$ cat config.mk
export PLATFORM = sky130hd
export DESIGN_NAME = mem_port_arbiter
export DESIGN_NICKNAME = d
export VERILOG_FILES = /design/src/rtl/rv32i_types.sv /design/src/rtl/mem_port_arbiter.sv
export SDC_FILE = /design/constraint.sdc
export NUM_CORES = 1
export LEC_CHECK = 0
export BUFFER_PORTS_ARGS = -buffer_cell sky130_fd_sc_hd__buf_2
export CAP_MARGIN = 30
export CORE_AREA = 2 2 121 123
export CTS_CLUSTER_DIAMETER = 40
export DETAILED_ROUTE_END_ITERATION = 8
export DIE_AREA = 0 0 123 125
export MAX_ROUTING_LAYER = met4
export PLACE_DENSITY = 0.69
export SYNTH_ARGS = -nofsm -noshare
export SYNTH_HDL_FRONTEND = slang
export SYNTH_SLANG_ARGS = --single-unit
$ cat constraint.sdc
create_clock -name clk -period 1.7 [get_ports clk]
set_input_delay 0.17 -clock clk [delete_from_list [all_inputs] [get_ports clk]]
set_output_delay 0.17 -clock clk [all_outputs]
set_load 0.02 [all_outputs]
$ cat src/rtl/rv32i_types.sv
// Shared core types used by the memory-port arbiter.
//   arb_state_t : arbiter FSM states (idle, busy per port, done per port)
//   arb_port_t  : identifies the instruction port (port_i) or the
//                 load/store-queue port (port_d)
package rv32i_types;

  typedef enum logic [2:0] {
    IDLE,
    BUSY_I,
    BUSY_D,
    DONE_I,
    DONE_D
  } arb_state_t;

  typedef enum logic {
    port_i,
    port_d
  } arb_port_t;

endpackage

$ cat src/rtl/mem_port_arbiter.sv
// mem_port_arbiter
//   Arbitrates the instruction-fetch port (i_*) and the load/store-queue
//   port (d_*) onto one downstream memory port (mem_*). One transaction is
//   in flight at a time. The winning request is latched at grant, and the
//   downstream read data is registered before it is returned.
//
// Ports
//   clk, rst                      clock, synchronous active-high reset
//   i_read/i_write/i_byte_enable/
//   i_address/i_wdata             instruction-port request
//   i_resp/i_rdata                instruction-port completion pulse + data
//   d_read/d_write/d_byte_enable/
//   d_address/d_wdata             load/store-queue request
//   d_resp/d_rdata                load/store-queue completion pulse + data
//   mem_read/mem_write/
//   mem_byte_enable/mem_address/
//   mem_wdata                     downstream request (register driven)
//   mem_resp/mem_rdata            downstream completion pulse + data
module mem_port_arbiter
  import rv32i_types::*;
#(
  parameter int width = 32
) (
  input  logic                 clk,
  input  logic                 rst,

  input  logic                 i_read,
  input  logic                 i_write,
  input  logic [width/8-1:0]   i_byte_enable,
  input  logic [width-1:0]     i_address,
  input  logic [width-1:0]     i_wdata,
  output logic                 i_resp,
  output logic [width-1:0]     i_rdata,

  input  logic                 d_read,
  input  logic                 d_write,
  input  logic [width/8-1:0]   d_byte_enable,
  input  logic [width-1:0]     d_address,
  input  logic [width-1:0]     d_wdata,
  output logic                 d_resp,
  output logic [width-1:0]     d_rdata,

  output logic                 mem_read,
  output logic                 mem_write,
  output logic [width/8-1:0]   mem_byte_enable,
  output logic [width-1:0]     mem_address,
  output logic [width-1:0]     mem_wdata,
  input  logic                 mem_resp,
  input  logic [width-1:0]     mem_rdata
);

  localparam int be_width = width / 8;

  arb_state_t state;
  arb_state_t state_next;
  arb_port_t  last_grant;
  arb_port_t  grant_port;
  logic       grant;

  logic i_req;
  logic d_req;
  logic busy;

  // Fields of the port selected for grant this cycle.
  logic                sel_read;
  logic                sel_write;
  logic [be_width-1:0] sel_byte_enable;
  logic [width-1:0]    sel_address;
  logic [width-1:0]    sel_wdata;

  // Request register and returned-data register.
  logic                req_read;
  logic                req_write;
  logic [be_width-1:0] req_byte_enable;
  logic [width-1:0]    req_address;
  logic [width-1:0]    req_wdata;
  logic [width-1:0]    rdata_q;

  assign i_req = i_read | i_write;
  assign d_req = d_read | d_write;

  // State register.
  always_ff @(posedge clk) begin
    if (rst) begin
      state <= IDLE;
    end else begin
      state <= state_next;
    end
  end

  // Next-state and grant decision. On a tie the port that did not win
  // last time is chosen, which bounds starvation to one transaction.
  always_comb begin
    state_next = state;
    grant      = 1'b0;
    grant_port = port_i;
    case (state)
      IDLE: begin
        if (i_req && (!d_req || (last_grant == port_d))) begin
          grant      = 1'b1;
          grant_port = port_i;
          state_next = BUSY_I;
        end else if (d_req) begin
          grant      = 1'b1;
          grant_port = port_d;
          state_next = BUSY_D;
        end
      end
      BUSY_I: begin
        if (mem_resp) begin
          state_next = DONE_I;
        end
      end
      BUSY_D: begin
        if (mem_resp) begin
          state_next = DONE_D;
        end
      end
      DONE_I, DONE_D: begin
        state_next = IDLE;
      end
      default: begin
        state_next = IDLE;
      end
    endcase
  end

  // Request field mux for the port being granted.
  always_comb begin
    sel_read        = i_read;
    sel_write       = i_write;
    sel_byte_enable = i_byte_enable;
    sel_address     = i_address;
    sel_wdata       = i_wdata;
    if (grant_port == port_d) begin
      sel_read        = d_read;
      sel_write       = d_write;
      sel_byte_enable = d_byte_enable;
      sel_address     = d_address;
      sel_wdata       = d_wdata;
    end
  end

  // Datapath registers: request latched at grant, read data at mem_resp.
  always_ff @(posedge clk) begin
    if (rst) begin
      last_grant      <= port_d;
      req_read        <= 1'b0;
      req_write       <= 1'b0;
      req_byte_enable <= '0;
      req_address     <= '0;
      req_wdata       <= '0;
      rdata_q         <= '0;
    end else begin
      if (grant) begin
        // read+write together is treated as a write
        req_read        <= sel_read & ~sel_write;
        req_write       <= sel_write;
        req_byte_enable <= sel_byte_enable;
        req_address     <= sel_address;
        req_wdata       <= sel_wdata;
        last_grant      <= grant_port;
      end
      if (busy && mem_resp) begin
        rdata_q <= mem_rdata;
      end
    end
  end

  // Outputs decode registered state only; no input-to-output paths.
  assign busy            = (state == BUSY_I) || (state == BUSY_D);
  assign mem_read        = busy & req_read;
  assign mem_write       = busy & req_write;
  assign mem_byte_enable = req_byte_enable;
  assign mem_address     = req_address;
  assign mem_wdata       = req_wdata;

  assign i_resp  = (state == DONE_I);
  assign d_resp  = (state == DONE_D);
  assign i_rdata = rdata_q;
  assign d_rdata = rdata_q;

endmodule

# After elaboration in Yosys (flattened, before gate mapping)
# Cells that the tools add are included.
[classes] eq_ne=7 n_reduce_logical=7 bitwise_logic=6 n_mux=15
[ops] operator="two-way mux 32 bit" n=2
[ops] operator="two-way mux 3 bit" n=4
[ops] operator="case mux 3 bit (3 select lines)" n=1
[ops] operator="two-way mux 1 bit" n=7
[ops] operator="equality test 3 x 2 -> 1 bit (second input constant)" n=2
[ops] operator="two-way mux 4 bit" n=1
[ops] operator="inequality test 2 bit (second input constant)" n=2
[ops] operator="AND 1 bit" n=3
[ops] operator="equality test 3 x 1 -> 1 bit (second input constant)" n=1
[ops] operator="equality test 3 bit (second input constant)" n=1
[ops] operator="logical NOT 3 bit" n=1
[ops] operator="inequality test 3 bit (second input constant)" n=1
[ops] operator="AND reduction 3 bit" n=1
[ops] operator="logical AND 1 bit" n=2
[ops] operator="logical OR 1 bit" n=2
[ops] operator="bitwise OR 1 bit" n=2
[ops] operator="logical NOT 1 bit" n=1
[ops] operator="inverter 1 bit" n=1
[totals] regBits=106 input_bits=175

# Logic depth before layout (Yosys ltp)
[depth] word_depth=9 ltp_mapped=8

# Worst setup path after synthesis
# No wires, ideal clock.
[synth_path] path_kind="register -> register" start="register state[1]" end="register req_wdata[18], in the netlist mem_wdata[18]" setup_ns=0.081 path_buffers=4 period_less_slack_ns=1.552 t_required_ns=1.619 t_arrival_ns=1.470 path_slack_ns=0.148 path_stages_with_launch=9 path_cell_list="dfxtp_1 buf_6 nor3_4 and3_1 buf_4 buf_6 buf_6 a21oi_1 a211oi_2"
[synth_via] elab_chain_len=3 word_cells_on_any_way=4
[synth_rtl] element="start: declaration" line="mem_port_arbiter.sv:54" rtl="arb_state_t state;"
[synth_rtl] element="start signal: assignment" line="mem_port_arbiter.sv:87" rtl="state <= state_next;"
[synth_rtl] element="logical NOT 3 bit (*)" line="mem_port_arbiter.sv:97" rtl="case (state)"
[synth_rtl] element="two-way mux 1 bit" line="mem_port_arbiter.sv:97"
[synth_rtl] element="two-way mux 32 bit" line="mem_port_arbiter.sv:135" rtl="if (grant_port == port_d) begin"
[synth_rtl] element="end signal: assignment" line="mem_port_arbiter.sv:161" rtl="req_wdata <= sel_wdata;"
[synth_rtl] element="end: declaration" line="mem_port_arbiter.sv:76" rtl="logic [width-1:0] req_wdata;"
# Mark *: on every way between the ends. The rest lies on a longest branch, timed or not.
# A chain may end at the register's enable or synchronous reset.

# Final worst setup path
[layout_path] start="register state[0]" end="output mem_read"
[layout_via] elab_chain_len=3 word_cells_on_any_way=4
[layout_rtl] element="equality test 3 x 1 -> 1 bit or equality test 3 x 2 -> 1 bit (tied branches)" line="mem_port_arbiter.sv:171" rtl="assign busy = (state == BUSY_I) || (state == BUSY_D);"
[layout_rtl] element="logical OR 1 bit (*)" line="mem_port_arbiter.sv:171"
[layout_rtl] element="AND 1 bit (*)" line="mem_port_arbiter.sv:172" rtl="assign mem_read = busy & req_read;"
[layout_rtl] element="end: declaration" line="mem_port_arbiter.sv:43" rtl="output logic mem_read,"
# Marks and branches as above.

==> summary.txt <==
Clock power frac - 21.0%
Design Power - 9.344 mW
Switching Fraction - 40.62%
Hold Vio Cnt, Final - 0
Slowest cell on crit path - dfxtp_1
unrepaired setup endpoints after global routing - false
fillers - 1412
Register Area - 2122 sq um
IO Port Bufs - 310
CTS max path bufs - 2
H-tree depth - 3
CP bufs+invs - 2
Sw Pwr - 3.796 mW
routability cong. - 0.7893
largest net degree at the start of global routing - 56
Yosys warning count - 0
Syn Area/Cell - 8.514 sq um
routed wire length - 15480 um
first-pass GRT wire length - 23490 um
DRT Pass-1 Iters - 4
count of final max-slew check failures - 0
leakage power - 3.399 nW
worst setup path startpoint - state[0]
Final Critical Period - 1.597 ns
beginning of the worst register-to-register path - state[0]
Max-slew headroom - 70.38%
Crit Path Class - flop to primary output
Comb power frac - 44.1%
CP required - 1.53 ns
hold_sp - mem_rdata[4]
Worst Path Max Fanout - 7
clock sink count - 106
Worst VDD drop - 0.0006135 V
startpoint class of the critical path - flop
internal power - 5.549 mW
power per standard cell area - 1346 nW/um^2
nature of the critical path endpoint - primary output
total CTS buffers - 9
Reg clk slew, reported paths - 0.07 ns
die height - 125 um
max-cap check violation count - 0
Cell variety after synth - 30
crit path cell chain - buf_4 -> xor2_2 -> and3_1 -> buf_2
multi-input logic area - 2426 sq um
mapped cell area - 5100 sq um
layout cells sized above 1 - 51.16%
initial antenna violation count - 1
ANT nets after route - 0
Hold/Removal Path Class - input pin to flop
worst-margin pin slew - 0.4442 ns
Starting Density - 35.91%
Post-route DRC - 0
register area share after synthesis - 41.61%
GRT Overall Usage - 19.89%
hold bufs inserted after CTS - 0
max incr delay on CP - 0.37 ns
Final HPWL DP - 11360 um
nets - 1033
drt initial violations - 194
Setup TNS - 0 ns
via count - 5093
Mapped Cells - 599
drt wl/cell - 14.78 um
sequential power share - 34.9%
status - complete, no violations
post-DR vias/cell - 4.864
Core Rows - 44
P&R area growth vs syn - 36.16%
Core Footprint - 14200 sq um
I/O pin cnt - 311
highest clock rate - 626.3 MHz
clk_lat worst skew - 0.35 ns
CTS tree - built
Tcrit/Tclk final - 93.92%
Critical Path AT - 1.43 ns
vias in the first global route - 4779
most frequent cells in the layout - 308 x buf_2, 138 x nand2_1, 106 x dfxtp_1
root buffer selected by CTS - clkbuf_16
CP top delay family - flip-flops
Mapped Nets - 774
commonest non-fill, non-tap cell in the layout - buf_2
final setup violation count - 0
grt total ovfl - 0
worst clock skew - 0.005454 ns
Synth Register Bits - 106
die area - 15380 sq um
chip width - 123 um
==> Yosys cell counts <==
cell type	instances	area (sq um)
o31a_1	1	8.760
clkbuf_2	1	5.000
buf_6	13	146.4
nor3_1	2	10.01
nor3_4	1	16.27
nor2b_1	1	6.260
a21o_1	1	7.510
nand2_1	138	518.0
a211o_1	1	8.760
or2_1	1	6.260
a211oi_1	1	7.510
or2b_1	1	7.510
nor2_1	71	266.5
inv_1	2	7.510
nand3_1	2	10.01
o31ai_4	1	21.27
buf_2	11	55.05
xor2_1	1	8.760
a21oi_2	20	175.2
a21oi_1	85	425.4
clkbuf_1	25	93.84
o211ai_1	1	7.510
buf_1	1	3.750
dfxtp_1	106	2122
and3_1	6	37.54
buf_4	34	255.2
o21ai_1	1	5.000
a211oi_2	67	838.3
or3_1	1	6.260
nor4_1	2	12.51
==> logic make-up after synthesis <==
group / count (synthesis) / synth area share [%]
DFF: 106 / 41.61
xor gates and xnor gates: 1 / 0.1718
buffers and inverters: 87 / 11.11
AOI/OAI and AO/OA: 179 / 29.51
and+or+nand+nor: 226 / 17.59
==> layer usage <==
metal  wire length, um  global-route usage (%)  vias up
met5                 0                       -        -
met4               347                   6.751        0
met3              1265                   5.657       25
met2              7602                   33.18      235
met1              6259                   22.72     2324
li1                  -                       -     2509
==> worst reg2reg max path: stages (launching register included) <==
cell and delay, ns:
dfxtp_1 0.33, nor3_4 0.29, and3_2 0.32, clkbuf_16 0.25
a21oi_1 0.12, a211oi_2 0.20
==> final cells by class <==
class | count | area share (%)
diodes | 1 | 0.03604
clock buffers | 9 | 3.243
clock inverters | 6 | 0.6126
inverters | 2 | 0.1081
multi-input cells | 406 | 34.94
flip-flops and latches | 106 | 30.56
well taps | 184 | 3.315
repair buffers | 333 | 27.19
==> timing repair <==
action / CTS / global route
setup buffers: 0 / 0
endpoints found under the setup margin: 0 / 58
resized for setup: 0 / 3
==> final timing paths <==
path	to	slack, ns	cells past startpoint
min	d_rdata[4]	0.06	3
max	mem_read	0.10	4
max reg2reg	mem_wdata[6]	0.11	5
min reg2reg	req_write	0.46	2
==> metrics by stage <==
stage / util, % / hold slack (ns) / instance area [sq um] / setup slack, ns / instances
2_1_floorplan: - / 0.3060 / 5100 / 0.1483 / 599
3_3_place_gp: 46.71 / 0.4113 / 6635 / 0.08822 / 1030
3_5_place_dp: 46.71 / 0.4167 / 6635 / 0.05451 / 1030
4_1_cts: 48.60 / 0.03777 / 6903 / 0.01272 / 1045
5_1_grt: 48.89 / 0.03759 / 6944 / 0.003836 / 1047
6_report: 48.89 / 0.05656 / 6944 / 0.1034 / 1047
==> power groups by stage <==
stage | clock [mW] | sequential [mW] | combinational (mW)
after floorplan | 0 | 3.87 | 2.35
after global placement | 0 | 3.30 | 4.08
after detailed placement | 0 | 3.31 | 4.12
after CTS | 2.02 | 3.26 | 4.13
after global routing | 2.13 | 3.32 | 4.50
final | 1.97 | 3.26 | 4.12
==> registers in the layout (all words and copies together) (netlist names) <==
register and flops:
state 3, mem_address 32, mem_byte_enable 4, req_write 1
last_grant 1, req_read 1, d_rdata 32, mem_wdata 32
Note: power is estimated with default switching activity, not from simulation.
